[config.mk]
export PLATFORM = sky130hd
export DESIGN_NAME = dk_anim_sequencer
export DESIGN_NICKNAME = d
export VERILOG_FILES = /design/src/rtl/dk_anim_pkg.sv /design/src/rtl/dk_anim_frame_counter.sv /design/src/rtl/dk_anim_sequencer.sv
export SDC_FILE = /design/constraint.sdc
export NUM_CORES = 1
export LEC_CHECK = 0
export BUFFER_PORTS_ARGS = -buffer_cell sky130_fd_sc_hd__buf_2
export CAP_MARGIN = 20
export CELL_PAD_IN_SITES_DETAIL_PLACEMENT = 0
export CELL_PAD_IN_SITES_GLOBAL_PLACEMENT = 1
export CORE_MARGIN = 10
export CORE_UTILIZATION = 47
export CTS_BUF_LIST = sky130_fd_sc_hd__clkbuf_4
export CTS_CLUSTER_SIZE = 12
export DETAILED_ROUTE_END_ITERATION = 8
export PLACE_DENSITY = 0.9
export SLEW_MARGIN = 20
export SYNTH_ARGS = -nofsm -noshare
export SYNTH_HDL_FRONTEND = slang
export SYNTH_SLANG_ARGS = --single-unit
[constraint.sdc]
create_clock -name Clk -period 4.95 [get_ports Clk]
set_clock_uncertainty 0.05 [all_clocks]
set_input_delay 0.99 -clock Clk [delete_from_list [all_inputs] [get_ports Clk]]
set_output_delay 0.99 -clock Clk [all_outputs]
set_load 0.05 [all_outputs]
[src/rtl/dk_anim_pkg.sv]
// Shared types and default frame counts
// for the Donkey Kong animation sequencer.
package dk_anim_pkg;

  localparam int FW                 = 19;
  localparam int DEF_FRAME_DIV      = 4;
  localparam int DEF_IDLE_FRAMES    = 8;
  localparam int DEF_WALK_FRAMES    = 20;
  localparam int DEF_JUMP_FRAMES    = 12;
  localparam int DEF_SPECIAL_FRAMES = 10;
  localparam int DEF_CANDY_FRAMES   = 6;
  localparam int DEF_CANDY_DIV      = 2;

  typedef enum logic [3:0] {
    M_IDLE_R  = 4'd0,
    M_IDLE_L  = 4'd1,
    M_WALK_R  = 4'd2,
    M_WALK_L  = 4'd3,
    M_JUMP_R  = 4'd4,
    M_JUMP_L  = 4'd5,
    M_SPECIAL = 4'd6
  } motion_t;

  typedef enum logic [1:0] {
    S_IDLE,
    S_WALK,
    S_JUMP,
    S_SPECIAL
  } state_t;

  // Special ignores facing; the others add it.
  function automatic motion_t motion_of(
    input state_t s,
    input logic   left
  );
    motion_t m;
    m = M_IDLE_R;
    unique case (s)
      S_IDLE:    m = left ? M_IDLE_L : M_IDLE_R;
      S_WALK:    m = left ? M_WALK_L : M_WALK_R;
      S_JUMP:    m = left ? M_JUMP_L : M_JUMP_R;
      S_SPECIAL: m = M_SPECIAL;
      default:   m = M_IDLE_R;
    endcase
    return m;
  endfunction

endpackage

[src/rtl/dk_anim_frame_counter.sv]
// Divided frame counter: advances idx every DIV
// ticks, wrapping at len-1; clear wins over tick.
module dk_anim_frame_counter #(
  parameter int DIV = 4,
  parameter int W   = 19
) (
  input  logic         clk,
  input  logic         rst,
  input  logic         tick,
  input  logic         clear,
  input  logic [W-1:0] len,
  output logic [W-1:0] idx,
  output logic         wrap
);

  localparam int DW = (DIV > 1) ? $clog2(DIV) : 1;
  localparam logic [DW-1:0] DIV_MAX = DW'(DIV - 1);

  logic [DW-1:0] div_q, div_d;
  logic [W-1:0]  idx_q, idx_d;
  logic          last_div;
  logic          last_idx;

  assign last_div = (div_q == DIV_MAX);
  assign last_idx = (idx_q == len - W'(1));
  assign wrap     = tick & last_div & last_idx;
  assign idx      = idx_q;

  // Next divider/index: clear, else step on tick.
  always_comb begin
    div_d = div_q;
    idx_d = idx_q;
    if (clear) begin
      div_d = '0;
      idx_d = '0;
    end else if (tick) begin
      if (last_div) begin
        div_d = '0;
        idx_d = last_idx ? '0 : idx_q + W'(1);
      end else begin
        div_d = div_q + DW'(1);
      end
    end
  end

  // Counter state registers.
  always_ff @(posedge clk or posedge rst) begin
    if (rst) begin
      div_q <= '0;
      idx_q <= '0;
    end else begin
      div_q <= div_d;
      idx_q <= idx_d;
    end
  end

endmodule

[src/rtl/dk_anim_sequencer.sv]
// Sprite animation sequencer: movement requests
// to motion code, body frame and candy frame.
module dk_anim_sequencer
  import dk_anim_pkg::*;
#(
  parameter int FRAME_DIV      = DEF_FRAME_DIV,
  parameter int IDLE_FRAMES    = DEF_IDLE_FRAMES,
  parameter int WALK_FRAMES    = DEF_WALK_FRAMES,
  parameter int JUMP_FRAMES    = DEF_JUMP_FRAMES,
  parameter int SPECIAL_FRAMES = DEF_SPECIAL_FRAMES,
  parameter int CANDY_FRAMES   = DEF_CANDY_FRAMES,
  parameter int CANDY_DIV      = DEF_CANDY_DIV
) (
  input  logic          Clk,
  input  logic          Reset,
  input  logic          frame_clk,
  input  logic          req_left,
  input  logic          req_right,
  input  logic          req_jump,
  input  logic          req_special,
  output logic [3:0]    motion,
  output logic [FW-1:0] framenum,
  output logic [FW-1:0] candy_frame,
  output logic          facing_left,
  output logic          busy,
  output logic          anim_done
);

  logic          frame_clk_q;
  logic          tick;
  state_t        state_q, state_d;
  logic          facing_q, facing_d;
  motion_t       motion_q, motion_d;
  logic          busy_q, busy_d;
  logic          done_q, done_d;
  logic          walk_l, walk_r;
  logic          body_clear;
  logic [FW-1:0] body_len;
  logic          body_wrap;
  logic          candy_tick;
  logic          candy_clear;
  logic          candy_wrap_unused;

  assign tick   = frame_clk & ~frame_clk_q;
  assign walk_l = req_left & ~req_right;
  assign walk_r = req_right & ~req_left;

  // Loop/one-shot length of the current state.
  always_comb begin
    body_len = FW'(IDLE_FRAMES);
    unique case (state_q)
      S_IDLE:    body_len = FW'(IDLE_FRAMES);
      S_WALK:    body_len = FW'(WALK_FRAMES);
      S_JUMP:    body_len = FW'(JUMP_FRAMES);
      S_SPECIAL: body_len = FW'(SPECIAL_FRAMES);
      default:   body_len = FW'(IDLE_FRAMES);
    endcase
  end

  // Next state: one-shots run to completion,
  // otherwise special > jump > walk > idle.
  always_comb begin
    state_d    = state_q;
    facing_d   = facing_q;
    body_clear = 1'b0;
    done_d     = 1'b0;
    if (tick) begin
      unique case (state_q)
        S_JUMP, S_SPECIAL: begin
          if (body_wrap) begin
            state_d = S_IDLE;
            done_d  = 1'b1;
          end
        end
        default: begin
          if (req_special) begin
            state_d    = S_SPECIAL;
            body_clear = 1'b1;
          end else if (req_jump) begin
            state_d    = S_JUMP;
            body_clear = 1'b1;
          end else if (walk_l | walk_r) begin
            if (state_q != S_WALK ||
                walk_l != facing_q) begin
              state_d    = S_WALK;
              facing_d   = walk_l;
              body_clear = 1'b1;
            end
          end else if (state_q != S_IDLE) begin
            state_d    = S_IDLE;
            body_clear = 1'b1;
          end
        end
      endcase
    end
  end

  assign candy_tick  = tick & (state_q == S_SPECIAL);
  assign candy_clear = (state_q != S_SPECIAL) |
                       (state_d != S_SPECIAL);
  assign busy_d      = (state_d == S_JUMP) |
                       (state_d == S_SPECIAL);
  assign motion_d    = motion_of(state_d, facing_d);

  dk_anim_frame_counter #(
    .DIV (FRAME_DIV),
    .W   (FW)
  ) u_body (
    .clk   (Clk),
    .rst   (Reset),
    .tick  (tick),
    .clear (body_clear),
    .len   (body_len),
    .idx   (framenum),
    .wrap  (body_wrap)
  );

  dk_anim_frame_counter #(
    .DIV (CANDY_DIV),
    .W   (FW)
  ) u_candy (
    .clk   (Clk),
    .rst   (Reset),
    .tick  (candy_tick),
    .clear (candy_clear),
    .len   (FW'(CANDY_FRAMES)),
    .idx   (candy_frame),
    .wrap  (candy_wrap_unused)
  );

  // FSM state and registered outputs.
  always_ff @(posedge Clk or posedge Reset) begin
    if (Reset) begin
      frame_clk_q <= 1'b0;
      state_q     <= S_IDLE;
      facing_q    <= 1'b0;
      motion_q    <= M_IDLE_R;
      busy_q      <= 1'b0;
      done_q      <= 1'b0;
    end else begin
      frame_clk_q <= frame_clk;
      state_q     <= state_d;
      facing_q    <= facing_d;
      motion_q    <= motion_d;
      busy_q      <= busy_d;
      done_q      <= done_d;
    end
  end

  assign motion      = motion_q;
  assign facing_left = facing_q;
  assign busy        = busy_q;
  assign anim_done   = done_q;

endmodule

After elaboration in Yosys (flattened, before gate mapping)
Cells that the tools add are included.
{"block": "word_totals", "regBits": 51, "latchBits": 0, "mem_bits_rw": 0, "rom_bits": 0, "input_bits": 7, "out_inout_bits": 45, "elab_cells": 94, "mem_count": 0}
{"block": "classes", "add_sub_neg": 5, "mul": 0, "div_mod_pow": 0, "magnitude_cmp": 0, "eq_ne": 13, "shifts": 0, "muxes": 43, "n_bitwise": 12, "reduce_logical": 11}
{"op": "$mux W19", "count": 8}
{"op": "$pmux W19 S4", "count": 1}
{"op": "$add A19 B1 Y19 const B", "count": 2}
{"op": "$mux W1", "count": 22}
{"op": "$mux W2", "count": 11}
{"op": "$eq A19 B19 Y1", "count": 1}
{"op": "$eq A19 B3 Y1 const B", "count": 1}
{"op": "$sub A19 B1 Y19 const B", "count": 1}
{"op": "$pmux W4 S4", "count": 1}
{"op": "$eq A2 B2 Y1 const B", "count": 5}
{"op": "$reduce_bool A2 Y1", "count": 5}
{"op": "$and A1 B1 Y1", "count": 6}
{"op": "$eq A2 B1 Y1 const B", "count": 2}
{"op": "$logic_not A2 Y1", "count": 2}
{"op": "$ne A2 B2 Y1 const B", "count": 2}
{"op": "$reduce_and A2 Y1", "count": 2}
{"op": "$not A1 Y1", "count": 3}
{"op": "$or A1 B1 Y1", "count": 3}
{"op": "$add A2 B1 Y2 const B", "count": 1}
{"op": "$ne A2 B1 Y1 const B", "count": 1}
{"op": "$reduce_or A2 Y1", "count": 1}
{"op": "$add A1 B1 Y1 const B", "count": 1}
{"op": "$logic_or A1 B1 Y1", "count": 1}
{"op": "$ne A1 B1 Y1", "count": 1}

Depth between registers and ports, before layout
{"block": "logic_depth", "depth_word": 14, "ltp_mapped": 9, "mapped_depth_nobuf": 7}

Cells and area by module
Synthesis repeated with hierarchy kept, for this count alone.
{"block": "hier_totals", "hier_cells": 492, "hier_area_um2": 4294.1}
{"mod": "dk_anim_frame_counter at u_body", "instances": 1, "cells_per_inst": 223, "area_each_um2": 1921.8, "seq_area_each_um2": 525.5}
{"mod": "dk_anim_frame_counter at u_candy", "instances": 1, "cells_per_inst": 222, "area_each_um2": 1868.0, "seq_area_each_um2": 500.5}
{"mod": "dk_anim_sequencer", "instances": 1, "cells_per_inst": 47, "area_each_um2": 504.2, "seq_area_each_um2": 175.2}

Worst setup path before layout
No wires, ideal clock.
{"block": "synth_path", "path_kind": "in2reg", "start": "input req_right", "end": "register u_body.idx_q[17] (netlist: u_body.idx[17])", "setup_time_ns": 0.096, "arrival_time_ns": 2.744, "t_required_ns": 4.804, "path_slack_ns": 2.060, "stages": 9, "n_path_buf": 2, "path_cell_list": "inv_1 ha_1 nand2b_1 or4_4 a21boi_2 buf_2 buf_2 a22oi_1 o31ai_1"}
{"block": "synth_via", "elab_chain_cells": 12, "elab_cells_between_ends": 16, "classes_between": "eq/ne (1); mux (7); bitwise (4); reduce/logical (4)"}
{"element": "start, declared", "line_no": "dk_anim_sequencer.sv:18", "rtl": "input logic req_right,"}
{"element": "$not A1 Y1", "line_no": "dk_anim_sequencer.sv:45", "rtl": "assign walk_l = req_left & ~req_right;"}
{"element": "$and A1 B1 Y1", "line_no": "dk_anim_sequencer.sv:45"}
{"element": "$ne A1 B1 Y1", "line_no": "dk_anim_sequencer.sv:84", "rtl": "walk_l != facing_q) begin"}
{"element": "$logic_or A1 B1 Y1", "line_no": "dk_anim_sequencer.sv:83", "rtl": "if (state_q != S_WALK ||"}
{"element": "$mux W1", "line_no": "dk_anim_sequencer.sv:83"}
{"element": "$mux W1 (*)", "line_no": "dk_anim_sequencer.sv:82", "rtl": "end else if (walk_l | walk_r) begin"}
{"element": "$mux W1 (*)", "line_no": "dk_anim_sequencer.sv:79", "rtl": "end else if (req_jump) begin"}
{"element": "$mux W1 (*)", "line_no": "dk_anim_sequencer.sv:76", "rtl": "if (req_special) begin"}
{"element": "$mux W1 (*)", "line_no": "dk_anim_sequencer.sv:68", "rtl": "unique case (state_q)"}
{"element": "$mux W1 (*)", "line_no": "dk_anim_sequencer.sv:67", "rtl": "if (tick) begin"}
{"element": "$reduce_bool A2 Y1 (no source line)"}
{"element": "$reduce_and A2 Y1 (no source line)"}
{"element": "end signal, assigned", "line_no": "dk_anim_frame_counter.sv:53", "rtl": "idx_q <= idx_d;"}
{"element": "end, declared", "line_no": "dk_anim_frame_counter.sv:20", "rtl": "logic [W-1:0] idx_q, idx_d;"}
Every way passes the cells marked *; elsewhere a longest branch is shown, timed or not.
A chain may end at the register's enable or synchronous reset.

Final worst setup path
{"block": "layout_path", "start": "input req_left", "end": "register u_body.idx_q[7] (netlist: u_body.idx[7])"}
{"block": "layout_via", "elab_chain_cells": 11, "elab_cells_between_ends": 16, "classes_between": "eq/ne (1); mux (7); bitwise (4); reduce/logical (4)"}
{"element": "start, declared", "line_no": "dk_anim_sequencer.sv:17", "rtl": "input logic req_left,"}
{"element": "$and A1 B1 Y1", "line_no": "dk_anim_sequencer.sv:45"}
{"element": "$ne A1 B1 Y1", "line_no": "dk_anim_sequencer.sv:84"}
{"element": "$logic_or A1 B1 Y1", "line_no": "dk_anim_sequencer.sv:83"}
{"element": "$mux W1", "line_no": "dk_anim_sequencer.sv:83"}
{"element": "$mux W1 (*)", "line_no": "dk_anim_sequencer.sv:82"}
{"element": "$mux W1 (*)", "line_no": "dk_anim_sequencer.sv:79"}
{"element": "$mux W1 (*)", "line_no": "dk_anim_sequencer.sv:76"}
{"element": "$mux W1 (*)", "line_no": "dk_anim_sequencer.sv:68"}
{"element": "$mux W1 (*)", "line_no": "dk_anim_sequencer.sv:67"}
{"element": "$reduce_bool A2 Y1 (no source line)"}
{"element": "$reduce_and A2 Y1 (no source line)"}
Marked as above.

==> results.yml <==
power_and_ir_drop:
  peakVddDrop_v: 0.0003610
  power_switching_share_pct: 46.84
  intPower_w: 0.0007371
  seqPwrFrac_pct: 40.6
  p_leak_nw: 1.443
  cellPowerDensity_mw_per_mm2: 415.4
  p_clk_share_pct: 17.8
  p_sw_w: 0.0006495
  comb_power_share_pct: 41.6
worst_setup_path:
  path_class: "in -> reg"
  path_max_fanout: 23
  cp_num_buf_inv: 1
  r2r_start: "state_q[0]$_DFF_PP0_"
  arrival_ns: 3.37
  worstPathRequired_ns: 5.18
  crit_family: "compound AO/OA/AOI/OAI gates"
  crit_chain: "buf_2, ha_1, nand2b_1, or4_4, a21boi_2, o21ai_0, a22o_1"
  cp-start-kind: "primary input"
  startpoint: "req_left"
  end_kind: "flop"
  slowest_stage: "a21boi_2"
  max_stage_delay_ns: 0.78
clock_network:
  cts_tree: "built"
  clk_pin_slew_ns: 0.15
  h-tree-depth: 2
  post_cts_resized: 0
  worstSkewPairLatency_ns: 0.37
  numCtsBuffers: 5
  clockRootBuffer: "clkbuf_4"
  cts_hold_buf: 0
  cts_buffer_depth: 2
  post-cts-setup-buffers: 0
  cts_sinks: 49
yosys:
  synth_cell_types: 54
  ys_ff_latch: 49
  synth_fp_nets: 354
  yosys_warnings: 0
  ys_top_cells_by_count: "dfrtp_1, nand2_1, a21oi_1"
  syn_inst: 338
  synth.area.top_cells: "dfrtp_1, nand2_1, a21oi_1"
  ys_seq_area_share_pct: 41.35
  avgSynthCellArea_um2: 8.773
  yosys.area.top_type: "dfrtp_1"
  synth.cell_area_mm2: 0.002965
  yosysTopAreaCellShare_pct: 41.35
  synth-main-ff-cell: "dfrtp_1"
  yosysMostFrequentCell: "dfrtp_1"
  synth_edf_count: 0
  async_flop_share_pct: 100.0
die:
  dieHeight_um: 99.43
  fp-row-count: 28
  dieWidth_um: 99.43
  initial_utilization_pct: 49.21
  num_io_pins: 52
  core_mm2: 0.006026
  die_area_mm2: 0.009886
global_routing:
  antenna_found_initial: 0
  grt_pass1_wl_um: 12340
  grt_pass1_vias: 2581
  grt_usage_pct: 14.57
  grt-ovfl-total: 0
  grt_max_degree: 50
final_layout:
  area_growth_pct: 12.57
  antenna_cells: 0
  fin_nets: 399
  drive_gt1_share_pct: 19.01
route:
  first_iter_violations: 121
  vias: 2731
  wl_per_cell_um: 16.37
  first_pass_iters: 5
  routed_wl_um: 7516
  detail-route-antenna-nets: 0
  drc: 0
  via_per_inst: 5.950
timing:
  slew_headroom_pct: 35.72
  finalSetupViolCount: 0
  finalHoldViolCount: 0
  fmax_ghz: 0.3178
  post-route-period-util_pct: 63.57
  slew_viol_final: 0
  rsz0062_at_grt: "false"
  period_minus_slack_ns: 3.147
  tns_ns: 0
  worst_pin_slew_ns: 0.9585
  holdWs_ns: 0.5189
placed_design:
  gp_congestion: 0.8213
  hpwl_um: 5266
  portBuffers: 50
status:
  status: "complete, no violations"
hold_path:
  holdCritPathClass: "reg -> reg"
  hold_start: "u_body.div_q[0]$_DFFE_PP0P_"
flow_run:
  maxCapViolCount: 0
==> power groups by stage <==
stage,registers [W],clock network [W],logic [W]
final,0.000563,0.000247,0.000577
after global routing,0.000576,0.000264,0.000628
after CTS,0.000562,0.000253,0.000582
after detailed placement,0.000568,0,0.000579
after global placement,0.000569,0,0.000570
after floorplan,0.000714,0,0.000289
==> state kept, by name (all words and copies together), names as in the netlist <==
name,flops
frame_clk_q,1
busy,1
u_candy.idx,19
u_body.div_q,2
state_q,2
u_body.idx,19
anim_done,1
motion,2
facing_left,1
u_candy.div_q,1
==> area by class of cell <==
class	count	area, um^2
Clock inverter	2	33.78
Fill cell	577	2688
Clock buffer	6	45.04
Sequential cell	49	1226
Timing Repair Buffer	52	265.3
Multi-Input combinational cell	264	1632
Inverter	11	42.54
Tap cell	75	93.84
==> worst register-to-register path: stages, from the launching register on <==
cell and delay, ns:
dfrtp_1 0.50, inv_1 0.10, ha_1 0.24, or4b_4 0.60, a31oi_4 0.23, a21boi_2 0.27
or4_1 0.58, a21oi_1 0.16
==> logic make-up after synthesis <==
kind of cell	Yosys count	share of synthesized area, %
other cells	1	0.1265
flops	49	41.35
mux	8	2.785
simple gates	156	28.02
xor+xnor	9	2.658
compound gates	81	17.64
fa+ha+maj	9	3.798
buf+inv	25	3.628
==> per-layer routing <==
layer  track usage [%]  vias up  part of all wire (%)
met5                 0        -                     0
met3             3.737       11                   6.1
met4             3.418        0                  0.98
met1             18.50     1296                    46
met2             24.15       83                    47
li1                  -     1341                     -
==> path summary, 6_finish.rpt <==
check	end	cells after the start	slack, ns
worst max-delay path	u_body.idx[7]$_DFFE_PP0P_	7	1.80
worst min-delay path	u_body.div_q[0]$_DFFE_PP0P_	1	0.52
worst max register to register	u_body.idx[16]$_DFFE_PP0P_	7	2.16
worst min register to register	u_body.div_q[0]$_DFFE_PP0P_	1	0.52
max in group asynchronous	u_candy.idx[10]$_DFFE_PP0P_	2	3.64
min in group asynchronous	u_candy.idx[5]$_DFFE_PP0P_	2	0.69
==> stage by stage <==
| step | setup WS, ns | instance area (um^2) | utilization [%] | total power (W) | std cells |
|---|---|---|---|---|---|
| detailed placement | 1.423 | 3258 | 54.07 | 0.001147 | 451 |
| global route | 1.659 | 3338 | 55.40 | 0.001468 | 459 |
| CTS | 1.840 | 3337 | 55.38 | 0.001397 | 459 |
| global placement | 1.463 | 3258 | 54.07 | 0.001139 | 451 |
| finish | 1.803 | 3338 | 55.40 | 0.001387 | 459 |
| floorplan | 2.060 | 2965 | - | 0.001003 | 338 |
==> cells in the final DEF (no fill, tap or decap), types with 6 or more instances in the layout <==
master,count
buf_2,50
dfrtp_1,49
nand2_1,39
a21oi_1,27
nor2_1,24
nand3_1,19
o21ai_0,19
nand4_1,13
or3_1,12
nor4_1,10
inv_1,10
ha_1,9
nor3_1,8
a31oi_1,7
xnor2_1,6
mux2i_1,6
clkbuf_4,6
(Power assumes the default switching activity.)
